**src/rtl/bgr_startup_seq.sv**
```systemverilog
// -----------------------------------------------------------------------------
// bgr_startup_seq
//
// Start-up sequencer for the user-area bandgap reference. It drives the BGR
// enable and reset, then waits for the BGR to settle. It debounces the
// comparator "output OK" flag and retries failed attempts before latching a
// sticky fault. The result is a single clean ready flag plus status.
//
// Ports
//   wb_clk_i     in   system clock
//   wb_rst_i     in   synchronous active-high reset
//   start_i      in   level enable; low forces IDLE and clears the retry count
//   porst_i      in   asynchronous pad re-arm pulse (2-flop synchronized)
//   cmp_ok_i     in   asynchronous BGR-in-range flag (2-flop synchronized)
//   bgr_en_o     out  BGR enable
//   bgr_rst_o    out  BGR reset / start-up kick
//   ready_o      out  BGR verified stable
//   fault_o      out  sticky failure flag
//   state_o      out  current state encoding (debug view of the FSM)
//   retry_cnt_o  out  failed attempts in the current run
//
// Signal semantics: there is no valid/ready handshake on this block. start_i
// is a level qualifier. porst_i acts only on its synchronized rising edge. All
// outputs are flops and change on the same clock edge as the state.
// -----------------------------------------------------------------------------
module bgr_startup_seq #(
    parameter int RST_CYCLES    = 8,
    parameter int SETTLE_CYCLES = 4000,
    parameter int DEBOUNCE      = 16,
    parameter int CHECK_TIMEOUT = 2000,
    parameter int RETRY_MAX     = 3,
    parameter int CNT_W         = 16
) (
    input  logic       wb_clk_i,
    input  logic       wb_rst_i,
    input  logic       start_i,
    input  logic       porst_i,
    input  logic       cmp_ok_i,
    output logic       bgr_en_o,
    output logic       bgr_rst_o,
    output logic       ready_o,
    output logic       fault_o,
    output logic [2:0] state_o,
    output logic [1:0] retry_cnt_o
);

    typedef enum logic [2:0] {
        ST_IDLE   = 3'd0,
        ST_RESET  = 3'd1,
        ST_SETTLE = 3'd2,
        ST_CHECK  = 3'd3,
        ST_READY  = 3'd4,
        ST_FAULT  = 3'd5
    } state_t;

    localparam logic [CNT_W-1:0] RST_LAST    = CNT_W'(RST_CYCLES - 1);
    localparam logic [CNT_W-1:0] SETTLE_LAST = CNT_W'(SETTLE_CYCLES - 1);
    localparam logic [CNT_W-1:0] DEB_LAST    = CNT_W'(DEBOUNCE - 1);
    localparam logic [CNT_W-1:0] TMO_LAST    = CNT_W'(CHECK_TIMEOUT - 1);

    state_t           state, state_nxt;
    logic [CNT_W-1:0] cnt, cnt_nxt;   // phase counter / debounce / loss counter
    logic [CNT_W-1:0] tmo, tmo_nxt;   // CHECK timeout counter
    logic [1:0]       retry, retry_nxt;

    logic cmp_meta, cmp_s;
    logic por_meta, por_s, por_d;
    logic por_rise;

    // One-cycle pulse on the synchronized rising edge. A held-high pad
    // therefore re-arms the sequence only once.
    assign por_rise    = por_s & ~por_d;
    assign state_o     = state;
    assign retry_cnt_o = retry;

    // Counters move one step per cycle. A transition fires on the edge where
    // the counter would reach its limit, so each phase lasts exactly that
    // many cycles and the counters never wrap.
    always_comb begin
        state_nxt = state;
        cnt_nxt   = cnt;
        tmo_nxt   = tmo;
        retry_nxt = retry;
        if (!start_i) begin
            state_nxt = ST_IDLE;
            cnt_nxt   = '0;
            tmo_nxt   = '0;
            retry_nxt = '0;
        end else if (por_rise) begin
            state_nxt = ST_RESET;
            cnt_nxt   = '0;
            tmo_nxt   = '0;
            retry_nxt = '0;
        end else begin
            case (state)
                ST_IDLE: begin
                    state_nxt = ST_RESET;
                    cnt_nxt   = '0;
                    tmo_nxt   = '0;
                end
                ST_RESET: begin
                    if (cnt == RST_LAST) begin
                        state_nxt = ST_SETTLE;
                        cnt_nxt   = '0;
                    end else begin
                        cnt_nxt = cnt + CNT_W'(1);
                    end
                end
                ST_SETTLE: begin
                    if (cnt == SETTLE_LAST) begin
                        state_nxt = ST_CHECK;
                        cnt_nxt   = '0;
                        tmo_nxt   = '0;
                    end else begin
                        cnt_nxt = cnt + CNT_W'(1);
                    end
                end
                ST_CHECK: begin
                    // Acceptance is tested first so it wins over a
                    // coincident timeout.
                    if (cmp_s && (cnt == DEB_LAST)) begin
                        state_nxt = ST_READY;
                        cnt_nxt   = '0;
                        tmo_nxt   = '0;
                        retry_nxt = '0;
                    end else if (tmo == TMO_LAST) begin
                        cnt_nxt   = '0;
                        tmo_nxt   = '0;
                        retry_nxt = (retry == 2'd3) ? retry : retry + 2'd1;
                        state_nxt = (int'(retry) < RETRY_MAX - 1) ? ST_RESET : ST_FAULT;
                    end else begin
                        cnt_nxt = cmp_s ? cnt + CNT_W'(1) : '0;
                        tmo_nxt = tmo + CNT_W'(1);
                    end
                end
                ST_READY: begin
                    if (!cmp_s && (cnt == DEB_LAST)) begin
                        state_nxt = ST_RESET;
                        cnt_nxt   = '0;
                        retry_nxt = (retry == 2'd3) ? retry : retry + 2'd1;
                    end else begin
                        cnt_nxt = cmp_s ? '0 : cnt + CNT_W'(1);
                    end
                end
                ST_FAULT: begin
                    // Sticky: only reset, start_i low or a pad re-arm leave.
                end
                default: begin
                    state_nxt = ST_IDLE;
                    cnt_nxt   = '0;
                    tmo_nxt   = '0;
                    retry_nxt = '0;
                end
            endcase
        end
    end

    // Outputs are decoded from the next state so they switch on the same
    // edge as the state register.
    always_ff @(posedge wb_clk_i) begin
        if (wb_rst_i) begin
            state     <= ST_IDLE;
            cnt       <= '0;
            tmo       <= '0;
            retry     <= '0;
            cmp_meta  <= 1'b0;
            cmp_s     <= 1'b0;
            por_meta  <= 1'b0;
            por_s     <= 1'b0;
            por_d     <= 1'b0;
            bgr_en_o  <= 1'b0;
            bgr_rst_o <= 1'b1;
            ready_o   <= 1'b0;
            fault_o   <= 1'b0;
        end else begin
            cmp_meta  <= cmp_ok_i;
            cmp_s     <= cmp_meta;
            por_meta  <= porst_i;
            por_s     <= por_meta;
            por_d     <= por_s;
            state     <= state_nxt;
            cnt       <= cnt_nxt;
            tmo       <= tmo_nxt;
            retry     <= retry_nxt;
            bgr_en_o  <= (state_nxt == ST_RESET) || (state_nxt == ST_SETTLE) ||
                         (state_nxt == ST_CHECK) || (state_nxt == ST_READY);
            bgr_rst_o <= (state_nxt == ST_IDLE) || (state_nxt == ST_RESET) ||
                         (state_nxt == ST_FAULT);
            ready_o   <= (state_nxt == ST_READY);
            fault_o   <= (state_nxt == ST_FAULT);
        end
    end

endmodule
```
**config.mk**
```make
export PLATFORM = sky130hd
export DESIGN_NAME = bgr_startup_seq
export DESIGN_NICKNAME = d
export VERILOG_FILES = /design/src/rtl/bgr_startup_seq.sv
export SDC_FILE = /design/constraint.sdc
export NUM_CORES = 1
export LEC_CHECK = 0
export CORE_MARGIN = 4
export CORE_UTILIZATION = 35
export CTS_BUF_LIST = sky130_fd_sc_hd__clkbuf_8
export CTS_CLUSTER_SIZE = 24
export DETAILED_ROUTE_END_ITERATION = 8
export SLEW_MARGIN = 10
export SYNTH_ARGS = -nofsm -noshare
export SYNTH_HDL_FRONTEND = slang
export SYNTH_SLANG_ARGS = --single-unit
```
**constraint.sdc**
```tcl
create_clock -name wb_clk_i -period 2.75 [get_ports wb_clk_i]
set_input_delay 0.55 -clock wb_clk_i [delete_from_list [all_inputs] [get_ports wb_clk_i]]
set_output_delay 0.55 -clock wb_clk_i [all_outputs]
set_load 0.1 [all_outputs]
```
==> results of run 1 <==
## per-stage QoR
| stage | util [%] | total power [mW] |
|---|---|---|
| 2_1_floorplan | - | 0.734 |
| 3_3_place_gp | 38.9 | 0.750 |
| 3_5_place_dp | 38.9 | 0.750 |
| 4_1_cts | 40.7 | 1.26 |
| 5_1_grt | 40.7 | 1.29 |
| 6_report | 40.7 | 1.24 |
## logic make-up (layout without fill, tap and decap cells)
kind of cell             Yosys count  count (layout)  synth area share (%)
flip-flops                        46              46                  39.2
AND/OR/NAND/NOR                  141             141                  34.1
adder cells (fa/ha/maj)            2               2                  1.07
buffers and inverters             16              31                  4.69
AO/OA/AOI/OAI                     41              41                  12.9
XOR/XNOR                          18              18                  6.72
multiplexers                       3               3                  1.28
## report_power, final
part	internal, mW	leakage [nW]	switching, mW
sequential	0.671	0.372	0.00488
combinational	0.0224	0.461	0.0352
clock	0.270	0.0504	0.241
## cells in the mapped netlist (4+ instances only)
library cell | instances | area, um^2
a21oi_1 | 7 | 35.0
and3_1 | 5 | 31.3
and4_2 | 4 | 40.0
buf_4 | 4 | 30.0
dfxtp_1 | 46 | 921
inv_1 | 4 | 15.0
nand2_1 | 29 | 109
nand3_1 | 18 | 90.1
nand4_1 | 10 | 62.6
nor2_1 | 30 | 113
nor2b_1 | 9 | 56.3
nor3_1 | 7 | 35.0
nor4b_1 | 4 | 35.0
o21ai_0 | 6 | 30.0
o311ai_1 | 8 | 70.1
xnor2_1 | 6 | 52.6
xor2_1 | 12 | 105
## layout by cell type, fill, tap and decap left out, types with 5 or more instances in the layout
| cell type | synthesis | final |
|---|---|---|
| dfxtp_1 | 46 | 46 |
| buf_4 | 4 | 15 |
| nor2b_1 | 9 | 9 |
| nor3_1 | 7 | 7 |
| nand3_1 | 18 | 18 |
| a21oi_1 | 7 | 7 |
| nand4_1 | 10 | 10 |
| and3_1 | 5 | 5 |
| nand2_1 | 29 | 29 |
| o21ai_0 | 6 | 6 |
| xnor2_1 | 6 | 6 |
| xor2_1 | 12 | 12 |
| nor2_1 | 30 | 30 |
| clkbuf_8 | 1 | 5 |
| o311ai_1 | 8 | 8 |
## per-layer routing
metal / wire length, um / track usage (%) / vias to the layer above
met2: 2140 / 19.5 / 33
met1: 2360 / 16.3 / 904
li1: - / - / 1000
met5: 0 / 0 / -
met4: 73 / 4.85 / 0
met3: 198 / 2.84 / 7
## final timing paths
| path | cells past startpoint | to | from | slack, ns |
|---|---|---|---|---|
| min | 1 | cmp_s | cmp_meta | 0.45 |
| min reg2reg | 1 | cmp_s | cmp_meta | 0.45 |
| max | 8 | cnt[5] | cnt[0] | 0.42 |
| max reg2reg | 8 | cnt[5] | cnt[0] | 0.42 |
## state kept, by name, summed over array words and instances (netlist names), 2 cells and up
signal       count
state_o          3
cnt             16
tmo             16
retry_cnt_o      2
## worst reg2reg max path, delay by kind of cell (launching register included)
kind | cells | cell delay (ns)
AND/OR/NAND/NOR | 5 | 1.20
flip-flops | 1 | 0.39
adder cells (fa/ha/maj) | 1 | 0.27
buffers and inverters | 1 | 0.18
AO/OA/AOI/OAI | 1 | 0.15
## cell type report
class | instances | area, um^2 | area share (%)
flip-flops and latches | 46 | 921 | 35.2
inverters | 4 | 15.0 | 0.574
repair buffers | 19 | 153 | 5.84
clock inverters | 3 | 45.0 | 1.72
clock buffers | 5 | 68.8 | 2.63
multi-input cells | 205 | 1320 | 50.3
well taps | 77 | 96.3 | 3.68
==> impl_metrics.ini, run 1 <==
[outcome]
outcome = finished clean

[die]
dieArea_mm2 = 0.00808
dieWidth_um = 89.9
start_util_pct = 36.5
die_h_um = 89.9
ios = 14
fp-row-count = 29
coreArea_mm2 = 0.00642

[clocking]
cts-root-buf = clkbuf_8
cts.clk_slew.worst_paths_ns = 0.09
cts_tree = done
cts_inserted_buffers = 5
clk_latency_ns = 0.31
cts_max_level = 2
cts_sinks = 46
cts_resized = 0
cts_hold_repair.buffers = 0
clk_path_buf_depth = 2
post_cts_buffers = 0

[setup_path]
worstSetupStartpointType = flip-flop
cp_max_fo = 10
slowest_delay_ns = 0.39
cpMaxStageDelayCell = dfxtp_1
cp_num_buf_inv = 1
crit_family = simple AND/OR/NAND/NOR gates
crit_type = reg2reg
arrival_ns = 2.51
endpoint_kind = flip-flop
cp_data_required_time_ns = 2.93
path_cells = ha_1 > nor4b_1 > buf_4 > and4_4 > or3_4 > nand4_2 > nand2b_1 > o311ai_1

[synth]
synth_cells = 267
ys.flop_type = dfxtp_1
synth.distinct_cells = 58
synthArstFlopShare_pct = 0
yosysSeqAreaShare_pct = 39.2
ys_ff_latch = 46
syn_area_per_cell_um2 = 8.79
synth_area_mm2 = 0.00235
syn_nets = 274
synth_edf_count = 0
yosysWarningCount = 0

[timing]
slew_headroom_pct = 64.0
clock_skew_ns = 0.00438
setup_viol = 0
fin_crit_sh_pct = 84.8
final-hold-violation-count = 0
rsz0062_at_grt = no
post-route-min-period_ns = 2.33
hold_ws_ns = 0.449
worst_slew_pin_slew_ns = 0.535
drv_slew = 0
tns_ns = 0
setup_ws_ns = 0.418
max_freq_mhz = 429

[job]
max-cap-violations = 0

[final_layout]
n_fill_cell = 627
final_nets = 288
antenna_cells = 0
synthToLayoutAreaGrowth_pct = 11.4
layout-drive-gt1-share_pct = 15.2
final_cells = 359
stdcell_area_mm2 = 0.00262

[power]
p_leak_nw = 0.883
irDropWorstVdd_v = 0.000373
powerDensity_mw_per_mm2 = 476

[route]
drt-pass1-iter-count = 4
wl_per_cell_um = 13.3
totalWireLength_um = 4770
drc_errors = 0
antenna_left = 0
dr_total_vias = 1944
dr.first_iter.drc_count = 148
avgViaCountPerCell = 5.42

[placement]
pre_cts_ws_ns = 0.390
dp.cells = 351
dp_hpwl_um = 3440
gp_congestion = 0.781
portBuffers = 13
place_area_mm2 = 0.00250

[grt]
antenna_found_initial = 0
grt_max_degree = 17
track_usage_pct = 12.3
globalRouteOverflowTotal = 0
grt_pass1_wl_um = 8360
grt_pass1_vias = 1786

[worst_hold_path]
min_path_type = reg2reg
Note: power is estimated with default switching activity, not from simulation.
==> inputs of run 2 (changes only) <==
- clock period: 2.75 -> 1.9 ns (I/O delays scaled with it)
==> run 2 against run 1 <==
  * The run now ends with negative setup slack left
  * Routed wire length rose by 20%
  * Sequential power rose by 44%
  * Worst hold slack improved by 0.00068 ns
  * Critical endpoint is now cnt[13]
  * Worst setup slack got worse by 0.49 ns
  * Clock power rose by 77%
  * Critical path depth rose by 1
==> impl_metrics.ini, run 2 (same netlist as run 1, synthesis figures left out) <==
[final_layout]
n_fill_cell = 584
synthToLayoutAreaGrowth_pct = 41.0
layout_commonest_cell = buf_4
final_nets = 342
final_cells = 413
antenna_cells = 0
stdcell_area_mm2 = 0.00331
utilization_pct = 51.5
layout_common_cells = buf_4, dfxtp_1, nand2_1, nor2_1, nand3_1
layout-drive-gt1-share_pct = 38.1

[grt]
antenna_found_initial = 0
grt_pass1_vias = 2020
track_usage_pct = 14.1
globalRouteOverflowTotal = 0
grt_pass1_wl_um = 9420
grt_max_degree = 17

[clocking]
clk_latency_ns = 0.31
cts_inserted_buffers = 5
cts_sinks = 46
cts_tree = done
cts.clk_slew.worst_paths_ns = 0.08
clk_path_buf_depth = 2
cts_hold_repair.buffers = 0
cts-root-buf = clkbuf_8
cts_max_level = 2

[power]
p_leak_nw = 1.21
powerDensity_mw_per_mm2 = 602
irDropWorstVdd_v = 0.000479
finalPower_mw = 1.99

[setup_path]
cp_data_required_time_ns = 2.11
crit_type = reg2reg
arrival_ns = 2.18
rr_worst_depth = 9
slowest_delay_ns = 0.36
path_common_cell = buf_6
worstSetupStartpointType = flip-flop
cpMaxStageDelayCell = or3_4
endpoint_kind = flip-flop
cp_max_fo = 5
path_cells = ha_4 > nor4b_4 > and4_4 > or3_4 > buf_6 > a41oi_4 > buf_6 > nand3_1 > o311ai_2

[route]
dr_total_vias = 2184
wl_per_cell_um = 13.9
drt-pass1-iter-count = 4
antenna_left = 0
avgViaCountPerCell = 5.29
drc_errors = 0
totalWireLength_um = 5730
dr.first_iter.drc_count = 74

[outcome]
violations = negative setup slack
outcome = finished with violations

[timing]
setup_viol = 13
final-hold-violation-count = 0
setup_ws_ns = -0.0675
clock_skew_ns = 0.0111
drv_slew = 0
fin_crit_sh_pct = 104
worst_slew_pin_slew_ns = 0.375
slew_headroom_pct = 74.7
rsz0062_at_grt = yes
post-route-min-period_ns = 1.97
max_freq_mhz = 508

[placement]
portBuffers = 13
dp_hpwl_um = 4030
dp.cells = 399
place_area_mm2 = 0.00297
gp_congestion = 0.823

[job]
max-cap-violations = 0

[die]
dieWidth_um = 89.9
coreArea_mm2 = 0.00642
die_h_um = 89.9
ios = 14
dieArea_mm2 = 0.00808
start_util_pct = 36.5
fp-row-count = 29

[worst_hold_path]
min_path_type = reg2reg
holdPathStages = 1
[run 2: changes by cell type in the layout (fill, tap and decap cells not counted), moves of 4 or more]
cell | before | now
dfxtp_2 | 0 | 7
nand3_2 | 1 | 5
nand3_1 | 18 | 14
dfxtp_1 | 46 | 36
buf_4 | 15 | 60
buf_12 | 0 | 6
[run 2: routing by layer]
layer | vias up | track usage, % | share of wire [%]
met3 | 12 | 3.17 | 4.0
li1 | 1106 | - | -
met2 | 40 | 22.8 | 47
met1 | 1026 | 18.1 | 47
met5 | - | 0 | 0
met4 | 0 | 6.12 | 1.9
[run 2: where the power goes]
group          internal [mW]  total (mW)  switching (mW)  leakage, nW
clock                  0.561       0.902           0.340       0.0714
sequential             0.968       0.976         0.00779        0.378
combinational         0.0567       0.117          0.0603        0.763
[run 2: critical path: cells and delay by family (launching register included)]
kind	cells	cell delay, ns
AOI/OAI and AO/OA	2	0.31
DFF	1	0.34
buffers and inverters	2	0.30
and+or+nand+nor	4	0.77
adders and majority gates	1	0.16
[run 2: cell type report]
cell class / count / area (um^2) / share of cell area, %
multi-input cells: 205 / 1470 / 44.4
flip-flops and latches: 46 / 941 / 28.4
repair buffers: 73 / 644 / 19.5
well taps: 77 / 96.3 / 2.91
clock buffers: 6 / 82.6 / 2.49
clock inverters: 2 / 60.1 / 1.81
inverters: 4 / 15.0 / 0.454
[run 2: final timing paths]
kind / to / startpoint / slack (ns)
max: cnt[13] / cnt[0] / -0.07
min: por_s / por_meta / 0.45
max reg2reg: cnt[13] / cnt[0] / -0.07
min reg2reg: por_s / por_meta / 0.45
[run 2: metrics by stage]
stage	hold slack, ns	setup TNS [ns]	worst slack (ns)
6_report	0.450	-0.524	-0.0675
5_1_grt	0.460	-1.74	-0.126
4_1_cts	0.455	-0.170	-0.0731
3_5_place_dp	0.436	-5.81	-0.289
3_3_place_gp	0.425	-4.73	-0.282
2_1_floorplan	0.414	-0.152	-0.0710
[run 2: what timing repair did]
action	in CTS	in global routing
setup buffers	6	0
endpoints found under the setup margin	18	29
pin swaps	13	23
gates resized for setup	21	14
cloned	1	0
==> inputs of run 3 (changes only) <==
- GPL_TIMING_DRIVEN: unset -> 0
==> run 3 against run 2 <==
  * The run still ends with negative setup slack left
  * Critical path depth down 2
  * Worst hold slack worse by 0.0060 ns
  * Die area unchanged
  * Register-to-register slack about the same
  * Cell count down 6.5%
  * Non-clock buffer count down 27
  * Combinational power about the same
  * Total power down 9.5%
==> impl_metrics.ini, run 3 (same netlist as run 1, synthesis figures left out) <==
[outcome]
outcome = finished with violations
violations = negative setup slack

[die]
die_h_um = 89.9
dieWidth_um = 89.9
coreArea_mm2 = 0.00642
dieArea_mm2 = 0.00808
ios = 14
fp-row-count = 29
start_util_pct = 36.5

[grt]
grt_pass1_vias = 2040
antenna_found_initial = 0
track_usage_pct = 14.1
grt_pass1_wl_um = 9550
grt_max_degree = 15
globalRouteOverflowTotal = 0

[final_layout]
stdcell_area_mm2 = 0.00311
layout_common_cells = nor2_1, dfxtp_1, nand2_1, buf_4
synthToLayoutAreaGrowth_pct = 32.5
n_fill_cell = 587
antenna_cells = 0
layout-drive-gt1-share_pct = 34.3
utilization_pct = 48.4
final_nets = 315

[timing]
setup_viol = 12
hold_ws_ns = 0.444
fin_crit_sh_pct = 104
worst_slew_pin_slew_ns = 0.958
rsz0062_at_grt = yes
tns_ns = -0.315
setup_ws_ns = -0.0706
slew_headroom_pct = 36.4
clock_skew_ns = 0.0125
drv_slew = 0
post-route-min-period_ns = 1.97
max_freq_mhz = 507
final-hold-violation-count = 0

[route]
totalWireLength_um = 5580
drt-pass1-iter-count = 4
avgViaCountPerCell = 5.48
wl_per_cell_um = 14.4
dr.first_iter.drc_count = 96
antenna_left = 0
dr_total_vias = 2114
drc_errors = 0

[clocking]
cts_inserted_buffers = 5
clk_path_buf_depth = 2
cts_max_level = 2
cts-root-buf = clkbuf_8
cts_sinks = 46
cts.clk_slew.worst_paths_ns = 0.09
cts_tree = done
clk_latency_ns = 0.30

[placement]
portBuffers = 13
pre_cts_ws_ns = -0.610
place_area_mm2 = 0.00262
gp_congestion = 0.847
dp_hpwl_um = 3640

[setup_path]
worstSetupStartpointType = flip-flop
cp_max_fo = 5
crit_type = reg2reg
cp_data_required_time_ns = 2.13
endpoint_kind = flip-flop
rrSetupSlack_ns = -0.07
arrival_ns = 2.20

[worst_hold_path]
min_path_type = reg2reg

[power]
powerDensity_mw_per_mm2 = 581
p_leak_nw = 1.05
irDropWorstVdd_v = 0.000334

[job]
max-cap-violations = 0
## run 3: final cells by class
| type | instances | area (um^2) | area share (%) |
|---|---|---|---|
| flip-flops and latches | 46 | 955 | 30.7 |
| plain buffers | 11 | 101 | 3.26 |
| repair buffers | 35 | 305 | 9.81 |
| clock inverters | 3 | 41.3 | 1.33 |
| clock buffers | 5 | 68.8 | 2.21 |
| well taps | 77 | 96.3 | 3.10 |
| inverters | 4 | 15.0 | 0.483 |
| multi-input cells | 205 | 1530 | 49.1 |
## run 3: worst max-delay path, cell delays in order (launching register included)
cell     delay (ns)
dfxtp_4        0.35
ha_4           0.17
nor4b_4        0.14
and4_4         0.20
or3_4          0.37
nand4_4        0.10
or4b_1         0.44
a31oi_1        0.13
## run 3: per-layer routing
| metal | vias to the layer above | GRT usage, % | share of wire [%] |
|---|---|---|---|
| li1 | 1052 | - | - |
| met1 | 1011 | 17.9 | 46 |
| met2 | 44 | 23.4 | 48 |
| met3 | 7 | 3.34 | 4.1 |
| met4 | 0 | 4.59 | 1.3 |
| met5 | - | 0 | 0 |
## run 3: report_power, final
part | internal (mW) | total (mW) | switching, mW
registers | 0.966 | 0.970 | 0.00436
clock network | 0.387 | 0.721 | 0.334
logic | 0.0507 | 0.115 | 0.0643
total | 1.40 | 1.81 | 0.402
## run 3: metrics by stage
step / power [mW] / instances
6_report: 1.81 / 386
5_1_grt: 1.87 / 386
4_1_cts: 1.82 / 383
3_5_place_dp: 1.09 / 357
3_3_place_gp: 1.09 / 357
2_1_floorplan: 1.06 / 267
## run 3: worst paths after layout
kind	start	end	cells past startpoint
max	cnt[0]	cnt[14]	7
min	cmp_meta	cmp_s	1
max reg2reg	cnt[0]	cnt[14]	7
min reg2reg	cmp_meta	cmp_s	1
## run 3: timing repair
item,4_1_cts,5_1_grt
setup endpoints to repair,49,41
setup buffers,19,3
gates resized for setup,58,19
hold buffers,0,0
pin swaps,22,9
